`src/rtl/packed_lane_accumulator.sv`:
```
// packed_lane_accumulator: per-lane saturating frame accumulator over packed input words.
module packed_lane_accumulator #(
  parameter int LANES  = 2,
  parameter int LANE_W = 4,
  parameter int ACC_W  = 8,
  parameter int SIGNED = 1
) (
  input  logic                     clk,
  input  logic                     rst_n,
  input  logic                     in_valid,
  output logic                     in_ready,
  input  logic [LANES*LANE_W-1:0]  in_data,
  input  logic [7:0]               len,
  input  logic                     clear,
  output logic                     out_valid,
  input  logic                     out_ready,
  output logic [LANES*ACC_W-1:0]   out_data,
  output logic [LANES-1:0]         out_sat
);
  if (ACC_W < LANE_W + 1) begin : g_bad_acc_w
    $error("ACC_W must be at least LANE_W+1");
  end
  typedef enum logic [1:0] {IDLE, ACC, DONE} state_t;
  state_t                         r_state;
  logic [0:LANES-1][ACC_W-1:0]    r_acc;
  logic [0:LANES-1]               r_sat;
  logic [7:0]                     r_cnt, r_len;
  logic [0:LANES-1][LANE_W-1:0]   w_lane;
  logic [0:LANES-1][ACC_W-1:0]    w_ext, w_add;
  logic [0:LANES-1][ACC_W:0]      w_wide;
  logic [0:LANES-1]               w_ovf;
  logic [7:0]                     w_cnt_nx;
  assign w_lane   = in_data;
  assign w_cnt_nx = r_cnt + 8'd1;
  // one guard bit per lane exposes overflow; clamp direction comes from the guard bit
  always_comb begin
    for (int k = 0; k < LANES; k++) begin
      w_ext[k]  = {{(ACC_W-LANE_W){SIGNED != 0 && w_lane[k][LANE_W-1]}}, w_lane[k]};
      w_wide[k] = {SIGNED != 0 && w_ext[k][ACC_W-1], w_ext[k]} + {SIGNED != 0 && r_acc[k][ACC_W-1], r_acc[k]};
      w_ovf[k]  = (SIGNED != 0) ? (w_wide[k][ACC_W] != w_wide[k][ACC_W-1]) : w_wide[k][ACC_W];
      w_add[k]  = !w_ovf[k] ? w_wide[k][ACC_W-1:0] :
                  ((SIGNED != 0 && w_wide[k][ACC_W]) ? {1'b1, {(ACC_W-1){1'b0}}} : {SIGNED == 0, {(ACC_W-1){1'b1}}});
    end
  end
  always_ff @(posedge clk or negedge rst_n) begin
    if (!rst_n) begin
      r_state <= IDLE;
      r_acc   <= '0;
      r_sat   <= '0;
      r_cnt   <= '0;
      r_len   <= '0;
    end else if (clear) begin
      r_state <= IDLE;
      r_acc   <= '0;
      r_sat   <= '0;
      r_cnt   <= '0;
    end else begin
      case (r_state)
        IDLE: if (in_valid) begin
          r_acc   <= w_ext;
          r_sat   <= '0;
          r_cnt   <= 8'd1;
          r_len   <= (len == 8'd0) ? 8'd1 : len;
          r_state <= (len <= 8'd1) ? DONE : ACC;
        end
        ACC: if (in_valid) begin
          r_acc   <= w_add;
          r_sat   <= r_sat | w_ovf;
          r_cnt   <= w_cnt_nx;
          r_state <= (w_cnt_nx == r_len) ? DONE : ACC;
        end
        DONE: if (out_ready) r_state <= IDLE;
        default: r_state <= IDLE;
      endcase
    end
  end
  assign in_ready  = r_state != DONE;
  assign out_valid = r_state == DONE;
  assign out_data  = r_acc;
  assign out_sat   = r_sat;
endmodule

```
`config.mk`:
```
export PLATFORM = sky130hd
export DESIGN_NAME = packed_lane_accumulator
export DESIGN_NICKNAME = d
export VERILOG_FILES = /design/src/rtl/packed_lane_accumulator.sv
export SDC_FILE = /design/constraint.sdc
export NUM_CORES = 1
export LEC_CHECK = 0
export ABC_AREA = 1
export BUFFER_PORTS_ARGS = -buffer_cell sky130_fd_sc_hd__buf_2
export CORE_UTILIZATION = 58
export CTS_BUF_LIST = sky130_fd_sc_hd__clkbuf_8 sky130_fd_sc_hd__clkbuf_16
export CTS_CLUSTER_SIZE = 10
export DETAILED_ROUTE_END_ITERATION = 16
export PLACE_DENSITY = 0.8
export SYNTH_ARGS = -nofsm -noshare
export SYNTH_HDL_FRONTEND = slang
export SYNTH_SLANG_ARGS = --single-unit
```
`constraint.sdc`:
```
create_clock -name clk -period 2.5 [get_ports clk]
set_input_delay 0.375 -clock clk [delete_from_list [all_inputs] [get_ports clk]]
set_output_delay 0.375 -clock clk [all_outputs]
set_load 0.01 [all_outputs]
```
# After elaboration in Yosys (flattened, before gate mapping)
# Index checks and enable logic that the tools add are counted.
[classes] add_sub_neg=3 n_mux=24 order_cmp=1 eq_ne=9 reduce_logical=6 bitwise=2
[op_table] op="8-bit 2-to-1 mux" n=8
[op_table] op="16-bit 2-to-1 mux" n=3
[op_table] op="16-bit case mux with 2 select lines" n=1
[op_table] op="4-bit by 8-bit adder with 9-bit output" n=2
[op_table] op="2-bit 2-to-1 mux" n=9
[op_table] op="8-bit case mux with 2 select lines" n=1
[op_table] op="3-bit AND reduction" n=3
[op_table] op="8-bit by 1-bit adder with 8-bit output, second input constant" n=1
[op_table] op="8-bit == test" n=1
[op_table] op="8-bit by 1-bit less-or-equal comparator with 1-bit output, second input constant" n=1
[op_table] op="8-bit logical NOT" n=1
[op_table] op="3-bit != test, second input constant" n=2
[op_table] op="2-bit case mux with 3 select lines" n=1
[op_table] op="2-bit case mux with 2 select lines" n=1
[op_table] op="3-bit by 2-bit != test with 1-bit output, second input constant" n=1
[op_table] op="3-bit nonzero test" n=1
[op_table] op="2-bit by 1-bit == test with 1-bit output, second input constant" n=1
[op_table] op="2-bit == test, second input constant" n=1
[op_table] op="2-bit logical NOT" n=1
[op_table] op="1-bit != test" n=2
[op_table] op="2-bit != test, second input constant" n=1
[op_table] op="2-bit OR" n=1
[op_table] op="1-bit NOT" n=1
[word_totals] ff_bits=36 wordCells=51 out_inout_bits=20 input_bits=21

# Logic depth before layout (Yosys ltp)
# Gate-level depths: netlist of the first run.
[logic_depth] depth_word=6 depth_mapped=14 mapped_depth_nobuf=14

# Worst setup path before layout of the first run
# OpenSTA, ideal clock, no wires.
[synth_timing] path_kind="register to register" from="register r_acc, in the netlist out_data[8]" to="register r_acc, in the netlist out_data[13]" setup_slack_ns=0.629 t_required_ns=2.383 period_less_slack_ns=1.871 stages_incl_launch_ff=13 arrival_ns=1.754 cell_sequence="dfrtp_1 > ha_1 > fa_1 > nand2_1 > nand3_1 > nand4_1 > nand3_1 > nand2_1 > nand2_1 > nand2_1 > nand2_1 > nand2_1 > nand2_1"
[synth_via] elab_chain_len=6 elab_cells_between_ends=7 cone_classes="add/sub: 1; eq/ne: 1; mux: 5"
[synth_rtl] element="start: declaration" line_no="25" source="logic [0:LANES-1][ACC_W-1:0] r_acc;"
[synth_rtl] element="start signal: assignment" line_no="60" source="r_acc <= w_ext;"
[synth_rtl] element="start signal: assignment" line_no="67" source="r_acc <= w_add;"
[synth_rtl] element="4-bit by 8-bit adder with 9-bit output *" line_no="39" source="w_wide[k] = {SIGNED != 0 && w_ext[k][ACC_W-1], w_ext[k]} + {SIGNED != 0 && r_acc[k][ACC_W-1], r_acc[k]};"
[synth_rtl] element="8-bit 2-to-1 mux or 1-bit != test (tied branches)" line_no="42, 40"
[synth_rtl] element="8-bit 2-to-1 mux *" line_no="41" source="w_add[k] = !w_ovf[k] ? w_wide[k][ACC_W-1:0] :"
[synth_rtl] element="16-bit 2-to-1 mux *" line_no="66" source="ACC: if (in_valid) begin"
[synth_rtl] element="16-bit case mux with 2 select lines *" line_no="58" source="case (r_state)"
[synth_rtl] element="16-bit 2-to-1 mux *" line_no="52" source="end else if (clear) begin"
# Every way passes the cells marked *; elsewhere a longest branch is shown, timed or not. The select of a mux whose other input is x is not followed.
# A chain may end at the register's enable or synchronous reset.

# Worst setup path in the final report of the first run
# Same ends and word-level chain as after synthesis.

==> results.sh, run 1 <==
export IMPL_ys_flop_type="dfrtp_1"
export IMPL_cts_buffers=5
export IMPL_diodes=0
export IMPL_ys_warn_count=0
export IMPL_synth_top_area_share_pct=31.8
export IMPL_hold_viol_final=0
export IMPL_wl_per_cell_um=11.4
export IMPL_hold_class="input port to asynchronous set/reset pin"
export IMPL_die_height_um=71.9
export IMPL_track_usage_pct=25.8
export IMPL_first_pass_iters=4
export IMPL_rows=25
export IMPL_drt_total_wl_um=6120
export IMPL_slew_violations=0
export IMPL_top_layer_used="met4"
export IMPL_cp_required_ps=2680
export IMPL_route_met3_wl_um=253
export IMPL_grt_overflow=0
export IMPL_root_buffer="clkbuf_8"
export IMPL_dpl_instance_area_mm2=0.00310
export IMPL_relSlewSlack_pct=47.8
export IMPL_drtAntennaViolNets=0
export IMPL_leakage_nw=1.79
export IMPL_die_width_um=71.9
export IMPL_fin_area_mm2=0.00319
export IMPL_worst_slew_pin_transition_ps=783
export IMPL_die_area_mm2=0.00517
export IMPL_endpoint_kind="register"
export IMPL_vias=2724
export IMPL_drt_met1_wl_um=2860
export IMPL_finalCritPeriodShare_pct=80.0
export IMPL_path_class="register to register"
export IMPL_ys_types=31
export IMPL_ys_seq_area_share_pct=31.8
export IMPL_startpoint_type="register"
export IMPL_drc=0
export IMPL_grt_start_max_net_pins=37
export IMPL_clock_sinks=36
export IMPL_synth_edf_count=0
export IMPL_wl_met2_um=2950
export IMPL_cts_repair_resized=0
export IMPL_synth_top_area_cell="dfrtp_1"
export IMPL_rsz0062_at_grt="no"
export IMPL_postCtsSetupBuffers=0
export IMPL_cp_max_fo=7
export IMPL_clkTransAtPathRegs_ps=70
export IMPL_insertion_delay_ps=280
export IMPL_grt_pass1_wl_um=10500
export IMPL_cts_tree="done"
export IMPL_netlist_area_mm2=0.00284
export IMPL_synth_most_common_cell="nand2_1"
export IMPL_synthCells=426
export IMPL_syn_avg_cell_area_um2=6.66
export IMPL_postLayoutCoreUtil_pct=67.4
export IMPL_htreeDepth=2
export IMPL_viasPerCell=5.07
export IMPL_fin_worst_skew_ps=1.06
export IMPL_dp_slack_ps=376
export IMPL_timing_setup_tns_ps=0
export IMPL_hpwl_um=4870
export IMPL_holdBufCountCts=0
export IMPL_port_buffers=40
export IMPL_fmax_mhz=500
export IMPL_setup_viol=0
export IMPL_arrival_ps=2180
export IMPL_setup_slack_ps=500
export IMPL_p_per_area_mw_per_mm2=550
export IMPL_pin_count=41
export IMPL_drive_above_1_share_pct=16.0
export IMPL_ir_worst_vdd_mv=0.408
export IMPL_nFillCells=436
export IMPL_place_congestion=0.886
export IMPL_antenna_found_initial=0
export IMPL_status="finished clean"
export IMPL_maxCapViolations=0
export IMPL_async_reset_ff_share_pct=100
export IMPL_period_minus_slack_ps=2000
export IMPL_drtIter0Drc=148
export IMPL_core_mm2=0.00472
export IMPL_clk_path_buf_depth=2
export IMPL_initial_core_util_pct=60.1
export IMPL_synth_seq_cells=36
export IMPL_synth_area_leaders="dfrtp_1 32%, nand2_1 21%, ha_1 7.5%, nand3_1 6.9%, inv_1 6.0%"
export IMPL_first_global_vias=2476
export IMPL_synthToLayoutAreaGrowth_pct=12.3
export IMPL_yosys_top_cells_count="162 x nand2_1, 45 x inv_1, 39 x nand3_1, 38 x nor2_1, 36 x dfrtp_1"
export IMPL_fin_nets=509
export IMPL_syn_nets=466
-- area by class of cell --
class                   count  area [um^2]  area share, %
inverters                  54          203           6.36
flip-flops and latches     36          901           28.3
multi-input cells         331         1700           53.4
repair buffers             41          208           6.52
clock inverters             2         7.51          0.236
clock buffers               6         82.6           2.59
well taps                  67         83.8           2.63
-- power by group --
| part | internal [mW] | total (mW) | switching (mW) |
|---|---|---|---|
| clock network | 0.216 | 0.413 | 0.197 |
| logic | 0.241 | 0.636 | 0.395 |
| registers | 0.647 | 0.702 | 0.0546 |
-- layout by cell type (no fill, tap or decap) --
cell and count:
nand4_1 3, mux2_1 1, nor4_1 1, nand2_1 162
fa_1 2, clkbuf_8 6, inv_2 9, buf_4 1
o21ai_0 13, nand2_2 5, nor2_4 6, a21boi_1 1
o21ai_2 2, nor2_1 38, and2_1 1, xnor2_1 6
ha_1 17, or2_1 1, a21o_1 1, o21bai_1 2
dfrtp_1 36, nor2_2 5, a22o_1 1, a31oi_1 1
nand3_1 39, nand3_2 1, o21ai_1 9, inv_1 47
a21oi_1 6, xor2_1 6, nor3_1 1, buf_2 40
-- cells by family (layout without fill, tap and decap cells) --
group | count (synthesis) | in the layout | share of synthesized area (%)
buffers and inverters | 59 | 103 | 8.29
AO/OA/AOI/OAI | 36 | 36 | 7.15
flip-flops | 36 | 36 | 31.8
XOR/XNOR | 12 | 12 | 3.71
AND/OR/NAND/NOR | 263 | 263 | 39.8
adder cells (fa/ha/maj) | 19 | 19 | 8.91
multiplexers | 1 | 1 | 0.397
-- state kept, by name, summed over array words and instances, names as in the netlist --
| name | flops |
|---|---|
| out_sat | 2 |
| r_state | 2 |
| r_cnt | 8 |
| r_len | 8 |
| out_data | 16 |
-- metrics by stage --
step	hold slack, ps	power, mW	cells
after detailed placement	493	1.35	529
after global routing	244	1.88	537
after global placement	484	1.33	529
final	167	1.75	537
after floorplan	79.4	1.18	426
after CTS	200	1.76	537
-- path summary, 6_finish.rpt --
check | startpoint | end | slack (ps) | depth (start not counted)
max in group asynchronous | rst_n | r_len[6] | 1840 | 1
min in group clk | len[5] | r_len[5] | 320 | 3
hold reg to reg | out_data[10] | out_data[10] | 500 | 2
setup / recovery | out_data[8] | out_data[13] | 500 | 12
hold / removal | rst_n | out_data[15] | 170 | 1
setup reg to reg | out_data[8] | out_data[13] | 500 | 12
-- worst max-delay path: stages, from the launching register on --
cell	delay, ps
dfrtp_1	400
ha_1	220
fa_1	400
nand2_1	80
nand3_1	70
nand4_1	70
nand3_1	70
nand2_1	130
nand2_1	170
nand2_1	110
nand2_1	60
nand2_1	60
nand2_1	50
-- metal layers --
metal | vias to the layer above | GRT usage, %
met5 | - | 0
met4 | 0 | 5.23
met3 | 6 | 4.58
met2 | 69 | 45.3
met1 | 1224 | 33.6
li1 | 1425 | -
Note: power is estimated with default switching activity, not from simulation.
==> inputs of run 2 (changes only) <==
--- a/config.mk
+++ b/config.mk
@@ -5,13 +5,13 @@
 export SDC_FILE = /design/constraint.sdc
 export NUM_CORES = 1
 export LEC_CHECK = 0
-export ABC_AREA = 1
+export ABC_AREA = 0
 export BUFFER_PORTS_ARGS = -buffer_cell sky130_fd_sc_hd__buf_2
-export CORE_UTILIZATION = 58
+export CORE_UTILIZATION = 52
 export CTS_BUF_LIST = sky130_fd_sc_hd__clkbuf_8 sky130_fd_sc_hd__clkbuf_16
 export CTS_CLUSTER_SIZE = 10
 export DETAILED_ROUTE_END_ITERATION = 16
-export PLACE_DENSITY = 0.8
+export PLACE_DENSITY = 0.76
 export SYNTH_ARGS = -nofsm -noshare
 export SYNTH_HDL_FRONTEND = slang
 export SYNTH_SLANG_ARGS = --single-unit
==> constraint.sdc (replaced) <==
create_clock -name clk -period 1.8 [get_ports clk]
set_input_delay 0.27 -clock clk [delete_from_list [all_inputs] [get_ports clk]]
set_output_delay 0.27 -clock clk [all_outputs]
set_load 0.01 [all_outputs]
==> run 2 against run 1 <==
  * The run now ends with setup timing left
  * Via count rose by 11%
  * Synthesized cell count fell by 32%
  * Global-route usage rose by 8.3 points
  * Critical path depth fell by 4
  * Non-clock buffer count rose by 99
  * Setup slack got worse by 940 ps
  * Sequential power rose by 41%
  * Worst hold slack improved by 25 ps
  * Sequential cell count did not move
  * Clock skew rose by 11 ps
  * Maximum frequency fell by 11%
  * Wire length rose by 48%
==> results.sh, run 2 <==
export IMPL_drive_above_1_share_pct=48.0
export IMPL_path_cells="ha_2, a211oi_4, nor3_2, a211oi_4, xor2_2, buf_4, o2111ai_1, and3_1"
export IMPL_place_congestion=0.882
export IMPL_clock_sinks=36
export IMPL_synth_edf_count=0
export IMPL_fmax_mhz=447
export IMPL_nFillCells=262
export IMPL_relSlewSlack_pct=64.0
export IMPL_wl_per_cell_um=18.3
export IMPL_die_area_mm2=0.00531
export IMPL_synthCells=288
export IMPL_slowest_stage="dfrtp_1"
export IMPL_hold_viol_final=0
export IMPL_die_height_um=72.9
export IMPL_syn_avg_cell_area_um2=9.08
export IMPL_synthToLayoutAreaGrowth_pct=54.9
export IMPL_period_minus_slack_ps=2230
export IMPL_drt_total_wl_um=9060
export IMPL_htreeDepth=2
export IMPL_arrival_ps=2420
export IMPL_cp_max_fo=4
export IMPL_synth_seq_cells=36
export IMPL_core_mm2=0.00479
export IMPL_leakage_nw=1.94
export IMPL_hold_class="input port to register"
export IMPL_netlist_area_mm2=0.00261
export IMPL_rows=25
export IMPL_drtIter0Drc=306
export IMPL_async_reset_ff_share_pct=100
export IMPL_ys_warn_count=0
export IMPL_first_pass_iters=5
export IMPL_dp_slack_ps=-518
export IMPL_cts_tree="done"
export IMPL_setup_viol=20
export IMPL_setup_slack_ps=-435
export IMPL_largest_register_ffs=16
export IMPL_critPathLaunch="out_data[10]"
export IMPL_root_buffer="clkbuf_8"
export IMPL_vias=3017
export IMPL_rsz0062_at_grt="yes"
export IMPL_p_total_mw=3.31
export IMPL_path_class="register to register"
export IMPL_die_width_um=72.9
export IMPL_hpwl_um=5680
export IMPL_grt_pass1_wl_um=13500
export IMPL_syn_nets=328
export IMPL_synth_top_area_share_pct=34.5
export IMPL_dpl_instance_area_mm2=0.00356
export IMPL_cts_buffers=5
export IMPL_rrSetupSlack_ps=-430
export IMPL_diodes=0
export IMPL_violations="setup timing"
export IMPL_clkTransAtPathRegs_ps=80
export IMPL_fin_worst_skew_ps=12.1
export IMPL_maxCapViolations=0
export IMPL_fin_area_mm2=0.00405
export IMPL_slowest_delay_ps=420
export IMPL_antenna_found_initial=0
export IMPL_insertion_delay_ps=310
export IMPL_cp_required_ps=1990
export IMPL_initial_core_util_pct=54.6
export IMPL_ys_seq_area_share_pct=34.5
export IMPL_endpoint_kind="register"
export IMPL_drc=0
export IMPL_yosys_top_cells_count="36 x dfrtp_1, 33 x nand2_1, 19 x a21oi_1, 19 x nor2_1"
export IMPL_startpoint_type="register"
export IMPL_dp_cells=470
export IMPL_clk_path_buf_depth=2
export IMPL_hold_ws_ps=191
export IMPL_grt_overflow=0
export IMPL_ir_worst_vdd_mv=0.642
export IMPL_port_buffers=40
export IMPL_synth_most_common_cell="dfrtp_1"
export IMPL_ys_types=58
export IMPL_final_cell_mix="90 x buf_4, 40 x buf_2, 36 x dfrtp_1, 30 x nand2_1, 17 x nor2_1"
export IMPL_worst_slew_pin_transition_ps=534
export IMPL_synth_area_leaders="dfrtp_1 34%, ha_1 8.1%, nand2_1 4.7%, xnor2_1 3.7%, a21oi_1 3.6%"
export IMPL_p_per_area_mw_per_mm2=818
export IMPL_crit_reg2reg_launch="out_data[10]"
export IMPL_status="finished, violations left"
export IMPL_stdcell_count=496
export IMPL_viasPerCell=6.08
export IMPL_fin_nets=468
export IMPL_drtAntennaViolNets=0
export IMPL_layout_commonest_cell="buf_4"
export IMPL_synth_top_area_cell="dfrtp_1"
export IMPL_crit_top_cell="a211oi_4"
export IMPL_finalCritPeriodShare_pct=124
export IMPL_first_global_vias=2933
export IMPL_ys_flop_type="dfrtp_1"
export IMPL_grt_start_max_net_pins=21
export IMPL_pin_count=41
export IMPL_hold_start="len[0]"
export IMPL_slew_violations=0
export IMPL_track_usage_pct=34.1
==> run 2: cell types whose count changed after synthesis, moves of 7 or more <==
cell / previous run / this run
a21oi_1: 6 / 19
inv_1: 45 / 9
inv_2: 9 / 0
mux2_2: 0 / 7
nand2_1: 162 / 33
nand2b_1: 0 / 8
nand3_1: 39 / 9
nor2_1: 38 / 19
==> run 2: routing by layer <==
layer  global-route usage, %  vias to the layer above  part of all wire (%)
met5                       0                        -                     0
met4                    15.0                        0                   3.8
met3                    5.94                       37                   6.0
met2                    57.8                      162                    50
met1                    42.6                     1481                    40
li1                        -                     1337                     -
==> run 2: layout make-up <==
class,count,area (um^2),area share (%)
clock inverter,3,38.8,0.958
sequential,36,901,22.3
clock buffer,5,68.8,1.70
multi-input combinational,236,1930,47.8
inverter,9,33.8,0.835
tap,67,83.8,2.07
timing repair buffer,140,987,24.4
==> run 2: what timing repair did <==
action,4_1_cts,5_1_grt
hold buffers,1,0
endpoints found under the setup margin,20,27
pin swaps,21,18
gates resized for setup,27,17
setup buffers,14,7
hold endpoints to repair,18,0
gates cloned,0,0
==> run 2: worst max-delay path, delay by kind of cell, from the launching register on <==
family	cells	cell delay, ps
and+or+nand+nor	2	280
buffers and inverters	1	200
DFF	1	420
adders and majority gates	1	240
AOI/OAI and AO/OA	3	630
xor gates and xnor gates	1	350
==> run 2: power by group <==
part	total, mW	switching, mW	internal (mW)
Sequential	0.991	0.0863	0.904
Clock	0.733	0.327	0.406
Combinational	1.59	0.754	0.834
==> run 2: path summary, 6_finish.rpt <==
check,endpoint,cells after the start
max,out_data[9],8
min,r_len[0],2
max reg2reg,out_data[9],8
min reg2reg,r_len[5],1
max in group asynchronous,r_len[2],3
min in group asynchronous,out_data[0],2
==> run 2: through the flow <==
step | setup TNS, ps | utilization, %
2_1_floorplan | -4260 | -
6_report | -6890 | 84.6
3_3_place_gp | -6460 | 74.4
3_5_place_dp | -7460 | 74.4
4_1_cts | -5600 | 81.4
5_1_grt | -8000 | 84.6
==> run 2: kinds of logic after synthesis <==
family	after synthesis	synth area share, %
AO/OA/AOI/OAI	87	22.7
XOR/XNOR	21	7.61
adder cells (fa/ha/maj)	20	10.1
buffers and inverters	16	2.30
flip-flops	36	34.5
multiplexers	9	3.78
AND/OR/NAND/NOR	99	19.1
